==> src/rtl/image_filter_pkg.sv <==
// image_filter_pkg: shared pixel type, gate FSM states and default frame geometry.
// Contents: rgb_t 24-bit {R,G,B} pixel, state_t {WAIT_SOF, ACTIVE},
// default FRAME_W/FRAME_H/CW values used by roi_pixel_gate.
package image_filter_pkg;
    typedef logic [23:0] rgb_t;
    typedef enum logic {WAIT_SOF, ACTIVE} state_t;
    localparam int FRAME_W_DEF = 640;
    localparam int FRAME_H_DEF = 480;
    localparam int CW_DEF      = 11;
endpackage

==> src/rtl/roi_pixel_gate_if.sv <==
// roi_pixel_gate_if: AXI4-Stream video bus (tuser=SOF, tlast=EOL).
// Signals: tdata (rgb_t), tvalid, tready, tuser, tlast.
// Modports: master drives the stream, slave consumes it and drives tready.
interface roi_pixel_gate_if;
    import image_filter_pkg::*;
    rgb_t tdata;
    logic tvalid;
    logic tready;
    logic tuser;
    logic tlast;
    modport master (output tdata, tvalid, tuser, tlast, input tready);
    modport slave  (input tdata, tvalid, tuser, tlast, output tready);
endinterface

==> src/rtl/roi_pos_counter.sv <==
// roi_pos_counter: column/row tracker for the ROI pixel gate.
// Ports: clk, resetn (sync, active-low); take_i = beat belongs to a live frame,
// sof_i/eol_i = tuser/tlast of that beat; x_o/y_o = position of the current beat,
// eof_o = last beat of the last line, len_err_o = line ended at the wrong column.
module roi_pos_counter #(
    parameter int FRAME_W = 640,
    parameter int FRAME_H = 480,
    parameter int CW      = 11
) (
    input  logic          clk,
    input  logic          resetn,
    input  logic          take_i,
    input  logic          sof_i,
    input  logic          eol_i,
    output logic [CW-1:0] x_o,
    output logic [CW-1:0] y_o,
    output logic          eof_o,
    output logic          len_err_o
);
    localparam logic [CW-1:0] XMAX = CW'(FRAME_W - 1);
    localparam logic [CW-1:0] YMAX = CW'(FRAME_H - 1);
    logic [CW-1:0] x_q, x_d, y_q, y_d;
    // An SOF beat is always position (0,0), whatever the counters held.
    assign x_o       = sof_i ? '0 : x_q;
    assign y_o       = sof_i ? '0 : y_q;
    assign eof_o     = take_i & eol_i & (y_o == YMAX);
    assign len_err_o = take_i & eol_i & (x_o != XMAX);
    always_comb begin
        x_d = x_q;
        y_d = y_q;
        if (take_i) begin
            // Overlong lines keep reusing the last column.
            x_d = eol_i ? '0 : (x_o == XMAX ? XMAX : x_o + 1'b1);
            y_d = eol_i ? (eof_o ? '0 : y_o + 1'b1) : y_o;
        end
    end
    always_ff @(posedge clk) begin
        if (!resetn) begin
            x_q <= '0;
            y_q <= '0;
        end else begin
            x_q <= x_d;
            y_q <= y_d;
        end
    end
endmodule

==> src/rtl/roi_pixel_gate.sv <==
// roi_pixel_gate: forwards pixels inside a rectangular ROI of a live frame, with
// frame_start/frame_done pulses for re-arming and sampling a downstream min filter.
// Ports: clk, resetn (sync, active-low); s_axis (slave AXIS video, never stalls);
// roi_x0/x1/y0/y1 inclusive bounds, latched on each SOF; pixel_out/valid_out gated
// pixel; frame_start, frame_done, err_line single-cycle pulses. All outputs registered.
// Option ROI_PIXCOUNT_EN: adds roi_count = valid_out beats of the last completed frame.
module roi_pixel_gate
    import image_filter_pkg::*;
#(
    parameter int FRAME_W = FRAME_W_DEF,
    parameter int FRAME_H = FRAME_H_DEF,
    parameter int CW      = CW_DEF
) (
    input  logic               clk,
    input  logic               resetn,
    roi_pixel_gate_if.slave    s_axis,
    input  logic [CW-1:0]      roi_x0,
    input  logic [CW-1:0]      roi_x1,
    input  logic [CW-1:0]      roi_y0,
    input  logic [CW-1:0]      roi_y1,
    output rgb_t               pixel_out,
    output logic               valid_out,
    output logic               frame_start,
    output logic               frame_done,
    output logic               err_line
`ifdef ROI_PIXCOUNT_EN
    ,output logic [2*CW-1:0]   roi_count
`endif
);
    state_t state_q, state_d;
    logic [4*CW-1:0] roi_q, roi_d, roi_in, roi_b;
    rgb_t pixel_q, pixel_d;
    logic valid_q, valid_d, fs_q, fs_d, fd_q, fd_d, err_q, err_d;
    logic beat, take, in_roi, eof, len_err;
    logic [CW-1:0] x, y;
    assign s_axis.tready = 1'b1;
    assign beat   = s_axis.tvalid;
    // Beats outside a frame are dropped unless they open one.
    assign take   = beat & (state_q == ACTIVE | s_axis.tuser);
    assign roi_in = {roi_x0, roi_x1, roi_y0, roi_y1};
    // The SOF beat must already see the ROI it is latching.
    assign roi_b  = s_axis.tuser ? roi_in : roi_q;
    assign in_roi = (x >= roi_b[4*CW-1 -: CW]) && (x <= roi_b[3*CW-1 -: CW]) &&
                    (y >= roi_b[2*CW-1 -: CW]) && (y <= roi_b[CW-1 -: CW]);
    roi_pos_counter #(.FRAME_W(FRAME_W), .FRAME_H(FRAME_H), .CW(CW)) u_pos (
        .clk       (clk),
        .resetn    (resetn),
        .take_i    (take),
        .sof_i     (s_axis.tuser),
        .eol_i     (s_axis.tlast),
        .x_o       (x),
        .y_o       (y),
        .eof_o     (eof),
        .len_err_o (len_err)
    );
    always_comb begin
        state_d = take ? (eof ? WAIT_SOF : ACTIVE) : state_q;
        roi_d   = (take & s_axis.tuser) ? roi_in : roi_q;
        pixel_d = take ? s_axis.tdata : pixel_q;
        valid_d = take & in_roi;
        fs_d    = take & s_axis.tuser;
        fd_d    = eof;
        // SOF inside a live frame aborts it; reported once even if the line was also short.
        err_d   = len_err | (beat & s_axis.tuser & state_q == ACTIVE);
    end
    always_ff @(posedge clk) begin
        if (!resetn) begin
            state_q <= WAIT_SOF;
            roi_q   <= '0;
            pixel_q <= '0;
            valid_q <= 1'b0;
            fs_q    <= 1'b0;
            fd_q    <= 1'b0;
            err_q   <= 1'b0;
        end else begin
            state_q <= state_d;
            roi_q   <= roi_d;
            pixel_q <= pixel_d;
            valid_q <= valid_d;
            fs_q    <= fs_d;
            fd_q    <= fd_d;
            err_q   <= err_d;
        end
    end
    assign pixel_out   = pixel_q;
    assign valid_out   = valid_q;
    assign frame_start = fs_q;
    assign frame_done  = fd_q;
    assign err_line    = err_q;
`ifdef ROI_PIXCOUNT_EN
    logic [2*CW-1:0] cnt_q, cnt_d, cnt_next, rc_q, rc_d;
    // Running count restarts on every SOF so aborted frames never leak into the total.
    always_comb begin
        cnt_next = (s_axis.tuser ? '0 : cnt_q) + (2*CW)'(in_roi);
        cnt_d    = take ? cnt_next : cnt_q;
        rc_d     = eof ? cnt_next : rc_q;
    end
    always_ff @(posedge clk) begin
        if (!resetn) begin
            cnt_q <= '0;
            rc_q  <= '0;
        end else begin
            cnt_q <= cnt_d;
            rc_q  <= rc_d;
        end
    end
    assign roi_count = rc_q;
`endif
endmodule

==> src/flat_wrapper.sv <==
// flat-port wrapper written by rule: the top's interface ports become plain ports
module roi_pixel_gate_flat import image_filter_pkg::*;
#(
    parameter int FRAME_W = FRAME_W_DEF,
    parameter int FRAME_H = FRAME_H_DEF,
    parameter int CW      = CW_DEF
)
  (clk, resetn, roi_x0, roi_x1, roi_y0, roi_y1, pixel_out, valid_out, frame_start, frame_done, err_line, s_axis_tdata, s_axis_tvalid, s_axis_tuser, s_axis_tlast, s_axis_tready);
  roi_pixel_gate_if s_axis_i ();
  input  logic clk;
  input  logic resetn;
  input  logic [CW-1:0] roi_x0;
  input  logic [CW-1:0] roi_x1;
  input  logic [CW-1:0] roi_y0;
  input  logic [CW-1:0] roi_y1;
  output rgb_t pixel_out;
  output logic valid_out;
  output logic frame_start;
  output logic frame_done;
  output logic err_line;
  input wire logic [$bits(s_axis_i.tdata)-1:0] s_axis_tdata;
  input wire logic [$bits(s_axis_i.tvalid)-1:0] s_axis_tvalid;
  input wire logic [$bits(s_axis_i.tuser)-1:0] s_axis_tuser;
  input wire logic [$bits(s_axis_i.tlast)-1:0] s_axis_tlast;
  output wire logic [$bits(s_axis_i.tready)-1:0] s_axis_tready;
  assign s_axis_i.tdata = s_axis_tdata;
  assign s_axis_i.tvalid = s_axis_tvalid;
  assign s_axis_i.tuser = s_axis_tuser;
  assign s_axis_i.tlast = s_axis_tlast;
  assign s_axis_tready = s_axis_i.tready;
  roi_pixel_gate #(.FRAME_W(FRAME_W), .FRAME_H(FRAME_H), .CW(CW)) u_core (.clk(clk), .resetn(resetn), .s_axis(s_axis_i), .roi_x0(roi_x0), .roi_x1(roi_x1), .roi_y0(roi_y0), .roi_y1(roi_y1), .pixel_out(pixel_out), .valid_out(valid_out), .frame_start(frame_start), .frame_done(frame_done), .err_line(err_line));
endmodule
==> config.mk <==
export PLATFORM = sky130hd
export DESIGN_NAME = roi_pixel_gate_flat
export DESIGN_NICKNAME = d
export VERILOG_FILES = /design/src/rtl/image_filter_pkg.sv /design/src/rtl/roi_pixel_gate_if.sv /design/src/rtl/roi_pos_counter.sv /design/src/rtl/roi_pixel_gate.sv /design/src/flat_wrapper.sv
export SDC_FILE = /design/constraint.sdc
export NUM_CORES = 1
export LEC_CHECK = 0
export CORE_MARGIN = 2
export CORE_UTILIZATION = 30
export CTS_CLUSTER_SIZE = 16
export DETAILED_ROUTE_END_ITERATION = 12
export SLEW_MARGIN = 10
export SYNTH_ARGS = -nofsm -noshare
export SYNTH_HDL_FRONTEND = slang
export SYNTH_SLANG_ARGS = --single-unit
==> constraint.sdc <==
create_clock -name clk -period 4.3 [get_ports clk]
set_clock_uncertainty 0.15 [all_clocks]
set_input_delay 0.86 -clock clk [delete_from_list [all_inputs] [get_ports clk]]
set_output_delay 0.86 -clock clk [all_outputs]
set_load 0.1 [all_outputs]
== Yosys cells after proc, flatten, opt, wreduce, memory -nomap -nowiden ==
Index checks and enable logic that the tools add are counted.

* Bits in registers: 95
* Bits of input ports: 73
* Output and inout port bits: 29

* $add $sub $neg: 2
* Order comparisons: 4
* Equality and inequality tests: 3
* Multiplexer cells: 8
* Bitwise logic cells: 10
* Reduce and logical (&&, ||, !) cells: 3

{| class="wikitable"
|+ Operators with widths
! operator !! number
|-
| $mux 11 || 6
|-
| $mux 44 || 1
|-
| $add 11x1->11 const B || 2
|-
| $ge 11x11->1 || 2
|-
| $le 11x11->1 || 2
|-
| $eq 11x10->1 const B || 1
|-
| $eq 11x9->1 const B || 1
|-
| $ne 11x10->1 const B || 1
|-
| $and 1x1->1 || 8
|-
| $logic_and 1x1->1 || 3
|-
| $or 1x1->1 || 2
|-
| $mux 1 || 1
|}

== Longest topological paths before layout ==
* Word-level depth: 6
* Mapped depth: 13

== Cells and area by module ==
Synthesis repeated with hierarchy kept, for this count alone.

* Cells, all modules: 559
* Area total of the unflattened synthesis: 5331.4 um^2

{| class="wikitable"
|+ By module, submodules not included
! module !! times used !! cells an instance !! area an instance (um^2) !! sequential area each (um^2)
|-
| roi_pixel_gate || 1 || 372 || 3803.6 || 1461.4
|-
| roi_pos_counter || 1 || 187 || 1527.7 || 440.4
|}

== Worst setup path before layout ==
Ideal clock, no wire load.

* Kind: input to register
* Start: input s_axis_tuser
* End: register u_core.valid_q (netlist: u_core.valid_out)
* Setup time: 87 ps
* Arrival: 3225 ps
* Data required time: 4063 ps
* Path slack: 838 ps
* Stages: 13
* Cells stage by stage: buf_6 -> buf_6 -> buf_4 -> buf_2 -> buf_4 -> mux2i_1 -> ha_1 -> o211ai_2 -> a21oi_1 -> or4_1 -> o2111ai_1 -> a31oi_1 -> nor4b_4

* Word-level cells in the longest chain between the ends: 6

{| class="wikitable"
|+ Ends and longest elaborated chain
! item !! RTL line !! source
|-
| from (decl) || flat_wrapper.sv:23 || <nowiki>input wire logic [$bits(s_axis_i.tuser)-1:0] s_axis_tuser;</nowiki>
|-
| $mux 11 or $mux 44 (tied branches) || roi_pos_counter.sv:24, roi_pixel_gate.sv:42 ||
|-
| $ge 11x11->1 or $le 11x11->1 (tied branches) || roi_pixel_gate.sv:43 || <nowiki>assign in_roi = (x >= roi_b[4*CW-1 -: CW]) && (x <= roi_b[3*CW-1 -: CW]) &&</nowiki>
|-
| $logic_and 1x1->1 (2 in series) || roi_pixel_gate.sv:43 ||
|-
| $logic_and 1x1->1 || roi_pixel_gate.sv:44 || <nowiki>(y >= roi_b[2*CW-1 -: CW]) && (y <= roi_b[CW-1 -: CW]);</nowiki>
|-
| $and 1x1->1 * || roi_pixel_gate.sv:60 || <nowiki>valid_d = take & in_roi;</nowiki>
|-
| to (signal assigned) || roi_pixel_gate.sv:79 || <nowiki>valid_q <= valid_d;</nowiki>
|-
| to (decl) || roi_pixel_gate.sv:33 || <nowiki>logic valid_q, valid_d, fs_q, fs_d, fd_q, fd_d, err_q, err_d;</nowiki>
|}

Every way passes the cells marked *; elsewhere a longest branch is shown, timed or not.
A chain may end at the register's enable or synchronous reset.

== Worst setup path after layout ==
Same ends and word-level chain as after synthesis.

==> impl_summary.txt <==
----------------------------------------------------
[Outcome]
  Status ... finished, final reports clean

[GRT]
  Via count of the first global-routing pass ... 4643
  Largest net degree at the start of global routing ... 52
  Wire length of the first global-routing pass ... 23100 um
  All-Layer GR Usage ... 0.143
  GRT Residual Overflow ... 0
  Number of antenna violations at the first check in global routing ... 0

[Run]
  Max capacitance violation total ... 0

[Setup path]
  Data arrival, critical path ... 3.34 ns
  Crit path max-delay cell type ... sky130_fd_sc_hd__buf_4
  Worst EP required ... 4.43 ns
  Worst path cell trace ... buf_4, inv_2, nand2_1, ha_1, nand2b_1, a21oi_1, or4_1, o2111ai_1, a31oi_1, nor4b_4
  CP delay by family, top ... simple AND/OR/NAND/NOR gates
  Sum of buffers and inverters on the critical path ... 2
  Max stage delay on crit path ... 0.49 ns
  Biggest fanout along the worst timing path ... 51
  Startpoint type of the worst setup path ... input port
  Classification of the worst setup path ... in -> reg
  Critical path capture point type ... register

[Layout]
  Antenna diode instance count ... 0
  Finished Layout Cells ... 994
  P&R area growth vs syn ... 25.5%
  Area of combinational cells with multiple inputs ... 3500 um^2
  Number of filler cells placed in the layout ... 1910
  Sequential standard cell area ... 1900 um^2
  Net count reported at finish ... 870
  Share of final-layout standard cells stronger than drive strength 1 ... 0.0645

[Synth]
  Post-synth net total ... 792
  Proportion of synthesized chip area in sequential cells ... 0.335
  Cell area after synthesis ... 5680 um^2
  Post-synthesis register bit count ... 95
  Warning count from the yosys run ... 0
  Syn_area_per_cell ... 8.38 um^2
  Gate count after technology mapping ... 677
  Synth unique cells ... 67
  Dominant register cell in the synthesized netlist ... sky130_fd_sc_hd__dfxtp_1
  Number of flops mapped to enable cells by yosys ... 0
  Async S/R FF share, synth ... 0

[Power]
  Power density normalized to cell area ... 308 nW/um^2
  Clk pwr share ... 0.384
  Switching Share ... 0.288
  Leakage component of the power ... 2.71 nW
  Internal cell power ... 0.00156 W
  Net load switching power ... 0.000630 W
  Total power draw ... 0.00219 W
  Maximum ir drop on the vdd rail ... 0.000175 V
  Seq pwr share ... 0.425
  Logic pwr share ... 0.191

[Place]
  Inst Count DP ... 978
  Number of input and output port buffers inserted ... 100
  Final RePlAce weighted congestion ... 0.824
  Half-perimeter wire length of the detailed placement result ... 10100 um

[CTS]
  TritonCTS clock tree ... yes
  Register clock-pin slew on the reported worst setup and hold paths ... 0.07 ns
  CTS Hold Buffers Added ... 0
  Post-CTS setup buffers ... 0
  Clk root buf ... sky130_fd_sc_hd__clkbuf_16
  Clock buffer count from CTS ... 9
  Maximum root-to-sink buffer count ... 2
  Skew-Pair Late Insertion Delay ... 0.36 ns
  CTS H-tree depth ... 3
  Total of cells resized after clock tree synthesis ... 0
  Sink Count ... 95

[Routing]
  DRT iter0 DRCs ... 221
  DRC violation count after routing ... 0
  DR pass1 iterations ... 4
  Routed wire length per instance ... 14.1 um
  Total via count in the routed design ... 4807
  Post-DRT Antenna Nets ... 0
  Average via count per standard cell ... 4.84
  Total detailed-routing wirelength ... 14000 um

[Timing]
  Hold Slack ... 0.309 ns
  Total count of hold-check failures in the final report ... 0
  Max Clock Freq ... 311 MHz
  Slew at the pin closest to its max-slew limit ... 1.00 ns
  Setup TNS Final ... 0 ns
  Unrepaired setup endpoints after global routing ... no
  Final setup violation count ... 0
  Period utilisation layout ... 0.748
  Number of max-slew violations in the final report ... 0
  Final critical path time including I/O delays and setup ... 3.22 ns
  Slew headroom ... 0.328

[Floorplanning]
  # IOs ... 102
  Die extent in x ... 142 um
  FP Rows ... 50
  Overall die height ... 142 um
  Starting utilization of the core area ... 0.304
  DIE AREA ... 20000 um^2
  Standard cell core area ... 18600 um^2

[Worst hold path]
  Worst min-delay path category ... reg -> reg

----------------------------------------------------
## registers in the layout, summed over array words and instances (netlist names)
signal	count
u_core.valid_out	1
u_core.roi_q	44
u_core.frame_done	1
u_core.frame_start	1
u_core.err_line	1
u_core.pixel_out	24
u_core.state_q	1
u_core.u_pos.y_q	11
u_core.u_pos.x_q	11
## cell type report
class / count / area share
timing repair buffer: 109 / 0.151
tap: 234 / 0.0411
inverter: 13 / 0.00685
sequential: 95 / 0.267
multi-input combinational: 527 / 0.491
clock inverter: 5 / 0.00790
clock buffer: 11 / 0.0355
## path summary, 6_finish.rpt
kind | startpoint | cells after the start | slack [ns] | endpoint
worst max-delay path | s_axis_tuser | 10 | 1.08 | u_core.valid_out
worst max register to register | u_core.u_pos.y_q[1] | 8 | 1.78 | u_core.valid_out
worst min-delay path | u_core.roi_q[42] | 2 | 0.31 | u_core.roi_q[42]
worst min register to register | u_core.roi_q[42] | 2 | 0.31 | u_core.roi_q[42]
## cell usage after synthesis (3+ instances only)
cell type	count	area [um^2]
sky130_fd_sc_hd__nand2_1	157	589
sky130_fd_sc_hd__dfxtp_1	95	1900
sky130_fd_sc_hd__a21boi_0	70	526
sky130_fd_sc_hd__ha_1	42	526
sky130_fd_sc_hd__mux2i_1	36	360
sky130_fd_sc_hd__o21ai_0	28	140
sky130_fd_sc_hd__nor2b_1	24	150
sky130_fd_sc_hd__a21oi_1	20	100
sky130_fd_sc_hd__nor2_1	17	63.8
sky130_fd_sc_hd__buf_2	16	80.1
sky130_fd_sc_hd__clkbuf_1	14	52.6
sky130_fd_sc_hd__inv_1	12	45.0
sky130_fd_sc_hd__nand3_1	12	60.1
sky130_fd_sc_hd__a21boi_1	10	75.1
sky130_fd_sc_hd__nand4_1	10	62.6
sky130_fd_sc_hd__buf_4	9	67.6
sky130_fd_sc_hd__a31oi_1	7	43.8
sky130_fd_sc_hd__nor3_1	6	30.0
sky130_fd_sc_hd__a21o_1	5	37.5
sky130_fd_sc_hd__a211oi_1	4	30.0
sky130_fd_sc_hd__and2_1	4	25.0
sky130_fd_sc_hd__mux2_2	4	45.0
sky130_fd_sc_hd__nand2b_1	4	25.0
sky130_fd_sc_hd__xnor2_1	4	35.0
sky130_fd_sc_hd__a22oi_1	3	22.5
sky130_fd_sc_hd__and3_1	3	18.8
sky130_fd_sc_hd__buf_6	3	33.8
sky130_fd_sc_hd__nand3b_1	3	22.5
sky130_fd_sc_hd__o211ai_1	3	22.5
sky130_fd_sc_hd__o21a_1	3	22.5
## worst reg2reg max path: cells and delay by family (launching register included)
kind | cells | cell delay [ns]
and+or+nand+nor | 4 | 1.24
AOI/OAI and AO/OA | 3 | 0.41
adders and majority gates | 1 | 0.33
DFF | 1 | 0.32
## layer usage
metal,wire [um],share of wire,up-vias,GRT usage
met5,0,0,-,0
met3,392,0.028,16,0.0240
li1,-,-,2519,-
met1,6760,0.48,2207,0.181
met4,225,0.016,0,0.0521
met2,6650,0.47,65,0.246
## through the flow
| step | utilization | cell area (um^2) | setup slack (ns) |
|---|---|---|---|
| finish | 0.382 | 7120 | 1.08 |
| global route | 0.382 | 7120 | 0.972 |
| CTS | 0.382 | 7120 | 1.14 |
| detailed placement | 0.366 | 6820 | 0.753 |
| global placement | 0.366 | 6820 | 0.786 |
| floorplan | - | 5680 | 0.838 |
## layout by cell type, fill, tap and decap left out, types with 3 or more instances in the layout
master and instances:
sky130_fd_sc_hd__a22oi_1 3, sky130_fd_sc_hd__a21oi_1 20, sky130_fd_sc_hd__mux2_2 4, sky130_fd_sc_hd__nand3_1 12, sky130_fd_sc_hd__xnor2_1 4, sky130_fd_sc_hd__clkdlybuf4s50_1 98, sky130_fd_sc_hd__a21boi_1 10, sky130_fd_sc_hd__and3_1 3
sky130_fd_sc_hd__o211ai_1 3, sky130_fd_sc_hd__nor3_1 6, sky130_fd_sc_hd__nand3b_1 3, sky130_fd_sc_hd__nand2b_1 4, sky130_fd_sc_hd__nand2_1 157, sky130_fd_sc_hd__a211oi_1 4, sky130_fd_sc_hd__a31oi_1 7, sky130_fd_sc_hd__nor2_1 17
sky130_fd_sc_hd__a21o_1 5, sky130_fd_sc_hd__ha_1 42, sky130_fd_sc_hd__clkbuf_16 9, sky130_fd_sc_hd__mux2i_1 36, sky130_fd_sc_hd__a21boi_0 70, sky130_fd_sc_hd__o21ai_0 28, sky130_fd_sc_hd__inv_1 12, sky130_fd_sc_hd__nand4_1 10
sky130_fd_sc_hd__buf_4 9, sky130_fd_sc_hd__and2_1 4, sky130_fd_sc_hd__nor2b_1 24, sky130_fd_sc_hd__dfxtp_1 95, sky130_fd_sc_hd__o21a_1 3
## logic make-up (layout without fill, tap and decap cells)
family / Yosys count / count (layout) / synth area share
AO/OA/AOI/OAI: 171 / 171 / 0.210
XOR/XNOR: 6 / 6 / 0.00926
adder cells (fa/ha/maj): 44 / 44 / 0.0961
buffers and inverters: 55 / 138 / 0.0498
flip-flops: 95 / 95 / 0.335
multiplexers: 40 / 40 / 0.0714
other: 1 / 1 / 0.000661
AND/OR/NAND/NOR: 265 / 265 / 0.228
## power by group through the flow
stage	clock, W	sequential (W)	combinational [W]
after floorplan	0	0.00104	0.000186
after global placement	0	0.000951	0.000421
after detailed placement	0	0.000952	0.000422
after CTS	0.000877	0.000931	0.000423
after global routing	0.000910	0.000935	0.000454
final	0.000841	0.000931	0.000419
No activity file was read; power rests on OpenSTA's default activity.
